**src/rtl/note_sched_if.sv**
```systemverilog
// note_sched_if -- spawn-pattern handshake between the pattern source and note_sched.
//   pat_valid : source -> scheduler, a spawn pattern is offered
//   pat_lanes : source -> scheduler, lanes receiving a new note (bit n = lane n)
//   pat_ready : scheduler -> source, high while the one-entry pattern buffer is empty
interface note_sched_if;
    logic       pat_valid;
    logic [3:0] pat_lanes;
    logic       pat_ready;

    modport master (output pat_valid, output pat_lanes, input pat_ready);
    modport slave  (input pat_valid, input pat_lanes, output pat_ready);
endinterface

```
**src/rtl/note_sched.sv**
```systemverilog
// note_sched -- four-lane falling-note scheduler, judge and renderer for a rhythm game.
//
// Notes enter at the top slot of each lane from a one-entry spawn buffer and move down
// one slot every SCROLL_DIV frames. Button presses are judged against the bottom two
// slots, points and pulses are reported, and the lane field is drawn into the VGA pixel
// stream with one clock of latency.
//
// Ports
//   clk, rst    : system clock, synchronous active-high reset
//   key[3:0]    : raw lane buttons, active-high, asynchronous
//   vs          : VGA vertical sync, active-low pulse, asynchronous
//   row_addr    : current pixel row (0..479)
//   col_addr    : current pixel column (0..639)
//   rdn         : low while the pixel is visible
//   pat         : spawn-pattern handshake (note_sched_if.slave)
//   d_out       : registered {R,G,B} pixel colour, 4 bits per channel
//   score       : accumulated points, saturating at 65535
//   combo       : consecutive-hit count (0 unless NOTE_SCHED_COMBO_EN)
//   hit_pulse   : one-clk pulse the cycle after any hit
//   miss_pulse  : one-clk pulse the cycle after any miss
//
// Configuration
//   NOTE_SCHED_COMBO_EN : when defined, combo counts hits (saturating at 255) and clears
//                         on any miss; when undefined combo is held at 0.
module note_sched #(
    parameter int unsigned SCROLL_DIV = 4
) (
    input  logic        clk,
    input  logic        rst,
    input  logic [3:0]  key,
    input  logic        vs,
    input  logic [8:0]  row_addr,
    input  logic [9:0]  col_addr,
    input  logic        rdn,
    note_sched_if.slave pat,
    output logic [11:0] d_out,
    output logic [15:0] score,
    output logic [7:0]  combo,
    output logic        hit_pulse,
    output logic        miss_pulse
);

    typedef enum logic {
        BUF_EMPTY = 1'b0,
        BUF_FULL  = 1'b1
    } buf_state_t;

    // ---------------------------------------------------------------- synchronisers
    logic       vs_meta, vs_sync, vs_last;
    logic [3:0] key_meta, key_sync, key_last;
    logic       frame_tick;
    logic [3:0] press;

    // vs flops reset high and key flops low so leaving reset never looks like an edge.
    always_ff @(posedge clk) begin
        if (rst) begin
            vs_meta  <= 1'b1;
            vs_sync  <= 1'b1;
            vs_last  <= 1'b1;
            key_meta <= '0;
            key_sync <= '0;
            key_last <= '0;
        end else begin
            vs_meta  <= vs;
            vs_sync  <= vs_meta;
            vs_last  <= vs_sync;
            key_meta <= key;
            key_sync <= key_meta;
            key_last <= key_sync;
        end
    end

    assign frame_tick = vs_last & ~vs_sync;
    assign press      = key_sync & ~key_last;

    // ---------------------------------------------------------------- frame divider
    logic [3:0] frame_cnt;
    logic       shift;

    assign shift = frame_tick && (frame_cnt == 4'(SCROLL_DIV - 1));

    always_ff @(posedge clk) begin
        if (rst) begin
            frame_cnt <= '0;
        end else if (frame_tick) begin
            frame_cnt <= shift ? '0 : frame_cnt + 4'd1;
        end
    end

    // ---------------------------------------------------------------- spawn buffer
    buf_state_t buf_state, buf_next;
    logic [3:0] buf_lanes;
    logic       accept;
    logic [3:0] inject;

    always_ff @(posedge clk) begin
        if (rst) begin
            buf_state <= BUF_EMPTY;
            buf_lanes <= '0;
        end else begin
            buf_state <= buf_next;
            if (accept) begin
                buf_lanes <= pat.pat_lanes;
            end
        end
    end

    // An accept can only happen while empty, so a coincident shift injects zeros and
    // the freshly accepted pattern waits for the following shift.
    always_comb begin
        buf_next = buf_state;
        accept   = 1'b0;
        case (buf_state)
            BUF_EMPTY: begin
                accept = pat.pat_valid;
                if (accept) begin
                    buf_next = BUF_FULL;
                end
            end
            BUF_FULL: begin
                if (shift) begin
                    buf_next = BUF_EMPTY;
                end
            end
            default: buf_next = BUF_EMPTY;
        endcase
    end

    assign pat.pat_ready = (buf_state == BUF_EMPTY);
    assign inject        = (buf_state == BUF_FULL) ? buf_lanes : '0;

    // ---------------------------------------------------------------- lanes and judging
    logic [14:0] slot_q  [4];
    logic [14:0] slot_d  [4];
    logic [14:0] cleared [4];
    logic [3:0]  perfect, good, miss;
    logic [3:0]  points;
    logic [2:0]  hit_cnt;
    logic [16:0] score_sum;
    logic [15:0] score_d;
    logic [7:0]  combo_d;
`ifdef NOTE_SCHED_COMBO_EN
    logic [8:0]  combo_sum;
`endif

    // Hits are judged on pre-shift contents; the hit slot is cleared before the shift
    // moves the lane, so a note that was hit can never also be counted as a miss.
    always_comb begin
        points  = '0;
        hit_cnt = '0;
        for (int unsigned n = 0; n < 4; n++) begin
            perfect[n]      = press[n] & slot_q[n][14];
            good[n]         = press[n] & ~slot_q[n][14] & slot_q[n][13];
            miss[n]         = shift & slot_q[n][14] & ~perfect[n];
            cleared[n]      = slot_q[n];
            cleared[n][14]  = slot_q[n][14] & ~perfect[n];
            cleared[n][13]  = slot_q[n][13] & ~good[n];
            slot_d[n]       = shift ? {cleared[n][13:0], inject[n]} : cleared[n];
            points          = points + {2'b00, perfect[n], good[n]};
            hit_cnt         = hit_cnt + {2'b00, perfect[n] | good[n]};
        end

        score_sum = {1'b0, score} + {13'd0, points};
        score_d   = score_sum[16] ? '1 : score_sum[15:0];

`ifdef NOTE_SCHED_COMBO_EN
        combo_sum = {1'b0, combo} + {6'd0, hit_cnt};
        if (|miss) begin
            combo_d = '0;
        end else begin
            combo_d = combo_sum[8] ? '1 : combo_sum[7:0];
        end
`else
        combo_d = '0;
`endif
    end

    always_ff @(posedge clk) begin
        if (rst) begin
            for (int unsigned n = 0; n < 4; n++) begin
                slot_q[n] <= '0;
            end
            score      <= '0;
            combo      <= '0;
            hit_pulse  <= 1'b0;
            miss_pulse <= 1'b0;
        end else begin
            for (int unsigned n = 0; n < 4; n++) begin
                slot_q[n] <= slot_d[n];
            end
            score      <= score_d;
            combo      <= combo_d;
            hit_pulse  <= |(perfect | good);
            miss_pulse <= |miss;
        end
    end

    // ---------------------------------------------------------------- renderer
    logic [1:0]  pix_lane;
    logic        in_lanes;
    logic [3:0]  pix_slot;
    logic        note_here;
    logic [11:0] lane_rgb;
    logic [11:0] pix_d;

    always_comb begin
        pix_lane  = 2'd0;
        in_lanes  = 1'b0;
        pix_slot  = row_addr[8:5];
        note_here = 1'b0;
        lane_rgb  = 12'h000;
        pix_d     = 12'h000;

        if (col_addr >= 10'd160 && col_addr < 10'd480) begin
            in_lanes = 1'b1;
            if (col_addr < 10'd240) begin
                pix_lane = 2'd0;
            end else if (col_addr < 10'd320) begin
                pix_lane = 2'd1;
            end else if (col_addr < 10'd400) begin
                pix_lane = 2'd2;
            end else begin
                pix_lane = 2'd3;
            end
        end

        // Row band 15 lies below the visible area and never carries a note.
        if (pix_slot != 4'd15) begin
            note_here = slot_q[pix_lane][pix_slot];
        end

        case (pix_lane)
            2'd0:    lane_rgb = 12'hF00;
            2'd1:    lane_rgb = 12'h0F0;
            2'd2:    lane_rgb = 12'h00F;
            default: lane_rgb = 12'hFF0;
        endcase

        if (rdn || !in_lanes) begin
            pix_d = 12'h000;
        end else if (note_here) begin
            pix_d = lane_rgb;
        end else if (pix_slot == 4'd14 && key_sync[pix_lane]) begin
            pix_d = 12'h444;
        end else begin
            pix_d = 12'h111;
        end
    end

    always_ff @(posedge clk) begin
        if (rst) begin
            d_out <= '0;
        end else begin
            d_out <= pix_d;
        end
    end

endmodule

```
**src/flat_wrapper.sv**
```systemverilog
// flat-port wrapper written by rule: the top's interface ports become plain ports
module note_sched_flat 
#(
    parameter int unsigned SCROLL_DIV = 4
)
  (clk, rst, key, vs, row_addr, col_addr, rdn, d_out, score, combo, hit_pulse, miss_pulse, pat_pat_valid, pat_pat_lanes, pat_pat_ready);
  note_sched_if pat_i ();
  input  logic clk;
  input  logic rst;
  input  logic [3:0] key;
  input  logic vs;
  input  logic [8:0] row_addr;
  input  logic [9:0] col_addr;
  input  logic rdn;
  output logic [11:0] d_out;
  output logic [15:0] score;
  output logic [7:0] combo;
  output logic hit_pulse;
  output logic miss_pulse;
  input wire logic [$bits(pat_i.pat_valid)-1:0] pat_pat_valid;
  input wire logic [$bits(pat_i.pat_lanes)-1:0] pat_pat_lanes;
  output wire logic [$bits(pat_i.pat_ready)-1:0] pat_pat_ready;
  assign pat_i.pat_valid = pat_pat_valid;
  assign pat_i.pat_lanes = pat_pat_lanes;
  assign pat_pat_ready = pat_i.pat_ready;
  note_sched #(.SCROLL_DIV(SCROLL_DIV)) u_core (.clk(clk), .rst(rst), .key(key), .vs(vs), .row_addr(row_addr), .col_addr(col_addr), .rdn(rdn), .pat(pat_i), .d_out(d_out), .score(score), .combo(combo), .hit_pulse(hit_pulse), .miss_pulse(miss_pulse));
endmodule
```
**config.mk**
```make
export PLATFORM = sky130hd
export DESIGN_NAME = note_sched_flat
export DESIGN_NICKNAME = d
export VERILOG_FILES = /design/src/rtl/note_sched_if.sv /design/src/rtl/note_sched.sv /design/src/flat_wrapper.sv
export SDC_FILE = /design/constraint.sdc
export NUM_CORES = 1
export LEC_CHECK = 0
export CORE_UTILIZATION = 35
export CTS_BUF_LIST = sky130_fd_sc_hd__clkbuf_4 sky130_fd_sc_hd__clkbuf_8
export DETAILED_ROUTE_END_ITERATION = 7
export PLACE_DENSITY_LB_ADDON = 0.08
export SETUP_SLACK_MARGIN = 0.5
export SKIP_LAST_GASP = 1
export SYNTH_ARGS = -nofsm -noshare
export SYNTH_HDL_FRONTEND = slang
export SYNTH_SLANG_ARGS = --single-unit
```
**constraint.sdc**
```tcl
create_clock -name clk -period 5.3 [get_ports clk]
set_input_delay 1.06 -clock clk [delete_from_list [all_inputs] [get_ports clk]]
set_output_delay 1.06 -clock clk [all_outputs]
set_load 0.1 [all_outputs]
```
==> results.json <==
{
  "die-area_um2": 15200,
  "critical_path_arrival_ns": 4.74,
  "cts_max_level": 3,
  "via_per_inst": 5.09,
  "syn_inst": 618,
  "status": "complete, no violations",
  "cts_buffers": 9,
  "rows": 43,
  "reg2reg_to": "u_core.score[0]",
  "use_met3_pct": 4.52,
  "placed_area_um2": 5730,
  "drt-total-wl_mm": 12.1,
  "drtIter0Drc": 301,
  "seq_power_share_pct": 56.4,
  "path_cells": "nand2b_1 > nor3b_2 > ha_1 > inv_1 > fa_1 > inv_1 > fa_1 > ha_1 > fa_1 > ha_1 > nor2b_1 > o21a_1 > o21ai_1 > or2_2 > or3_4 > a21oi_1",
  "netlist_area_um2": 5150,
  "dp_slack_ns": 0.571,
  "clock_sinks": 111,
  "dpl.hpwl_mm": 8.05,
  "synth.distinct_cells": 62,
  "critPathRequiredTime_ns": 5.62,
  "crit_slowest_cell": "fa_1",
  "power.total_uw": 1500,
  "grt_setup_unrepaired": "false",
  "ios": 71,
  "async_flop_share_pct": 0,
  "reg2regPathDepth": 16,
  "grt_max_degree": 66,
  "criticalPathCategory": "reg2reg",
  "irDropWorstVdd_mv": 0.122,
  "fin_area_um2": 5940,
  "gp_congestion": 0.773,
  "drc": 0,
  "grt_pass1_vias": 4104,
  "antenna_found_initial": 0,
  "area_growth_pct": 15.2,
  "overflow": 0,
  "rr_startpoint": "u_core.key_sync[1]",
  "cts_max_path_buffers": 2,
  "cts_root_buf": "clkbuf_8",
  "diodes": 0,
  "netSwitchingPower_uw": 395,
  "synth_seq_cells": 111,
  "fin_crit_ns": 4.42,
  "relSlewSlack_pct": 22.5,
  "die_h_um": 123,
  "detail-route-antenna-nets": 0,
  "max_cap_violations": 0,
  "power_density_nw_per_um2": 253,
  "worstHoldPathType": "reg2reg",
  "swShare_pct": 26.3,
  "p_int_uw": 1110,
  "synth.yosys.seq_area_share_pct": 43.1,
  "grt_pass1_wl_mm": 20.2,
  "endpoint": "u_core.score[0]",
  "worstMarginPinSlew_ns": 1.16,
  "track_usage_pct": 17.1,
  "slew_violations": 0,
  "wire_per_inst_um": 14.5,
  "die_w_um": 123,
  "core_area_um2": 14100,
  "firstDrtPassIters": 4,
  "start_kind": "flop",
  "final-setup-viol-count": 0,
  "p_comb_share_pct": 9.5,
  "cp-end-kind": "flop",
  "synth_edf_count": 0,
  "grtUsageMet2_pct": 28.5,
  "path_max_fanout": 13,
  "fin_crit_sh_pct": 83.4,
  "p_leak_uw": 0.00214,
  "cts.clk_slew.worst_paths_ns": 0.10,
  "fmax_mhz": 226,
  "layout-drive-gt1-share_pct": 7.06,
  "start_util_pct": 36.4,
  "clk_latency_ns": 0.39,
  "ys_warn_count": 0,
  "pwr-share-clk_pct": 34.2,
  "synth_ff_type": "dfxtp_1",
  "numPortBuffers": 53,
  "cts_tree": "done",
  "hold_viol_final": 0,
  "top_usage_layer": "met2",
  "setup_tns_ns": 0,
  "setup_slack_ns": 0.879,
  "syn_area_per_cell_um2": 8.34,
  "skew_ns": 0.00940,
  "slowest_delay_ns": 0.48,
  "vias": 4231,
  "layout.nets": 692,
  "met1_usage_pct": 21.9,
  "critPathLaunch": "u_core.key_sync[1]",
  "r2r_setup_slack_ns": 0.88
}
-- sequential cells by signal, summed over array words and instances (netlist names) --
register / count
u_core.score: 16
u_core.miss_pulse: 1
u_core.d_out: 9
u_core.key_meta: 4
u_core.slot_q: 60
u_core.buf_state: 1
u_core.vs_sync: 1
u_core.key_sync: 4
u_core.key_last: 4
u_core.hit_pulse: 1
u_core.vs_last: 1
u_core.frame_cnt: 4
u_core.buf_lanes: 4
u_core.vs_meta: 1
-- synthesized netlist by cell type, types with 2 or more instances --
cell / count / area [um2]
ha_1: 8 / 100
nand3_1: 15 / 75.1
or3_1: 2 / 12.5
nor3b_1: 5 / 37.5
buf_4: 12 / 90.1
a22o_1: 2 / 17.5
nand4_1: 3 / 18.8
and3_1: 11 / 68.8
nor3_1: 11 / 55.1
nor2b_1: 20 / 125
o21ai_0: 10 / 50.1
o211a_1: 2 / 20.0
o31ai_1: 3 / 22.5
a2111oi_0: 4 / 35.0
clkbuf_1: 29 / 109
xnor2_1: 5 / 43.8
fa_1: 5 / 100
mux4_2: 2 / 45.0
nand2_1: 120 / 450
a221oi_1: 2 / 17.5
mux2i_1: 20 / 200
buf_6: 3 / 33.8
nor2_1: 42 / 158
xor2_1: 7 / 61.3
a21boi_0: 2 / 15.0
nand2b_1: 9 / 56.3
o21a_1: 3 / 22.5
a21oi_1: 85 / 425
buf_2: 3 / 15.0
a31oi_1: 5 / 31.3
dfxtp_1: 111 / 2220
inv_1: 15 / 56.3
nand3b_1: 3 / 22.5
a31o_2: 2 / 17.5
or2_2: 5 / 31.3
a211oi_1: 6 / 45.0
-- what timing repair did --
action,in CTS,in global routing
endpoints found under the setup margin,0,14
setup buffers,0,0
resized for setup,0,4
hold buffers,0,0
hold endpoints to repair,0,0
-- per-layer routing --
| layer | share of wire (%) | wire length (um) | vias to the layer above |
|---|---|---|---|
| li1 | - | - | 2149 |
| met1 | 48 | 5820 | 1997 |
| met2 | 47 | 5650 | 77 |
| met3 | 4.2 | 510 | 8 |
| met4 | 0.94 | 114 | 0 |
| met5 | 0 | 0 | - |
-- cells in the final DEF (no fill, tap or decap), types with 4 or more instances in the layout --
cell type | netlist | final
xnor2_1 | 5 | 5
inv_1 | 15 | 15
ha_1 | 8 | 8
and3_1 | 11 | 11
a211oi_1 | 6 | 6
or2_2 | 5 | 5
a21oi_1 | 85 | 85
nand3_1 | 15 | 15
o21ai_0 | 10 | 10
fa_1 | 5 | 5
a2111oi_0 | 4 | 4
dfxtp_1 | 111 | 110
clkdlybuf4s50_1 | 0 | 52
clkbuf_8 | 0 | 9
xor2_1 | 7 | 7
nand2b_1 | 9 | 9
a31oi_1 | 5 | 5
conb_1 | 1 | 8
mux2i_1 | 20 | 20
nand2_1 | 120 | 120
nor2_1 | 42 | 42
nor3_1 | 11 | 10
nor2b_1 | 20 | 20
buf_4 | 12 | 5
-- cell type report --
type	count	area [um2]
Timing Repair Buffer	58	563
Sequential cell	111	2220
Tap cell	180	225
Clock inverter	6	61.3
Inverter	17	66.3
Clock buffer	10	131
Multi-Input combinational cell	450	2670
Fill cell	1479	8210
-- power by group through the flow --
| stage | sequential (uW) | combinational, uW | clock, uW |
|---|---|---|---|
| 6_report | 847 | 142 | 513 |
| 5_1_grt | 849 | 153 | 572 |
| 4_1_cts | 847 | 143 | 538 |
| 3_3_place_gp | 866 | 142 | 0 |
| 3_5_place_dp | 867 | 143 | 0 |
| 2_1_floorplan | 874 | 100 | 0 |
-- critical path, delay by kind of cell, from the launching register on --
family          cells  cell delay [ns]
buf+inv             2             0.10
fa+ha+maj           6             2.14
flops               1             0.38
compound gates      3             0.41
simple gates        5             1.32
-- through the flow --
| step | util, % | hold WS, ns | std cells |
|---|---|---|---|
| after CTS | 41.8 | 0.420 | 832 |
| after detailed placement | 40.5 | 0.396 | 816 |
| after floorplan | - | 0.389 | 625 |
| final | 42.0 | 0.417 | 832 |
| after global placement | 40.5 | 0.394 | 816 |
| after global routing | 42.0 | 0.434 | 832 |
-- cell families (layout without fill, tap and decap cells) --
| family | count (synthesis) | count (layout) | share of synthesized area (%) |
|---|---|---|---|
| and+or+nand+nor | 253 | 253 | 22.7 |
| AOI/OAI and AO/OA | 140 | 140 | 16.7 |
| DFF | 111 | 111 | 43.1 |
| buffers and inverters | 64 | 91 | 6.09 |
| muxes | 24 | 24 | 5.49 |
| adders and majority gates | 13 | 13 | 3.88 |
| xor gates and xnor gates | 12 | 12 | 2.04 |
| other | 1 | 8 | 0.0727 |
-- worst min path at each step --
| stage | slack, ns | end | cells after the start | startpoint |
|---|---|---|---|---|
| final | 0.42 | u_core.vs_sync | 1 | u_core.vs_meta |
| after global routing | 0.43 | u_core.vs_sync | 1 | u_core.vs_meta |
| after CTS | 0.42 | u_core.vs_sync | 1 | u_core.vs_meta |
| after detailed placement | 0.40 | u_core.vs_sync | 1 | u_core.vs_meta |
| after global placement | 0.39 | u_core.vs_sync | 1 | u_core.vs_meta |
| after floorplan | 0.39 | u_core.vs_sync | 1 | u_core.vs_meta |
(Power assumes the default switching activity.)
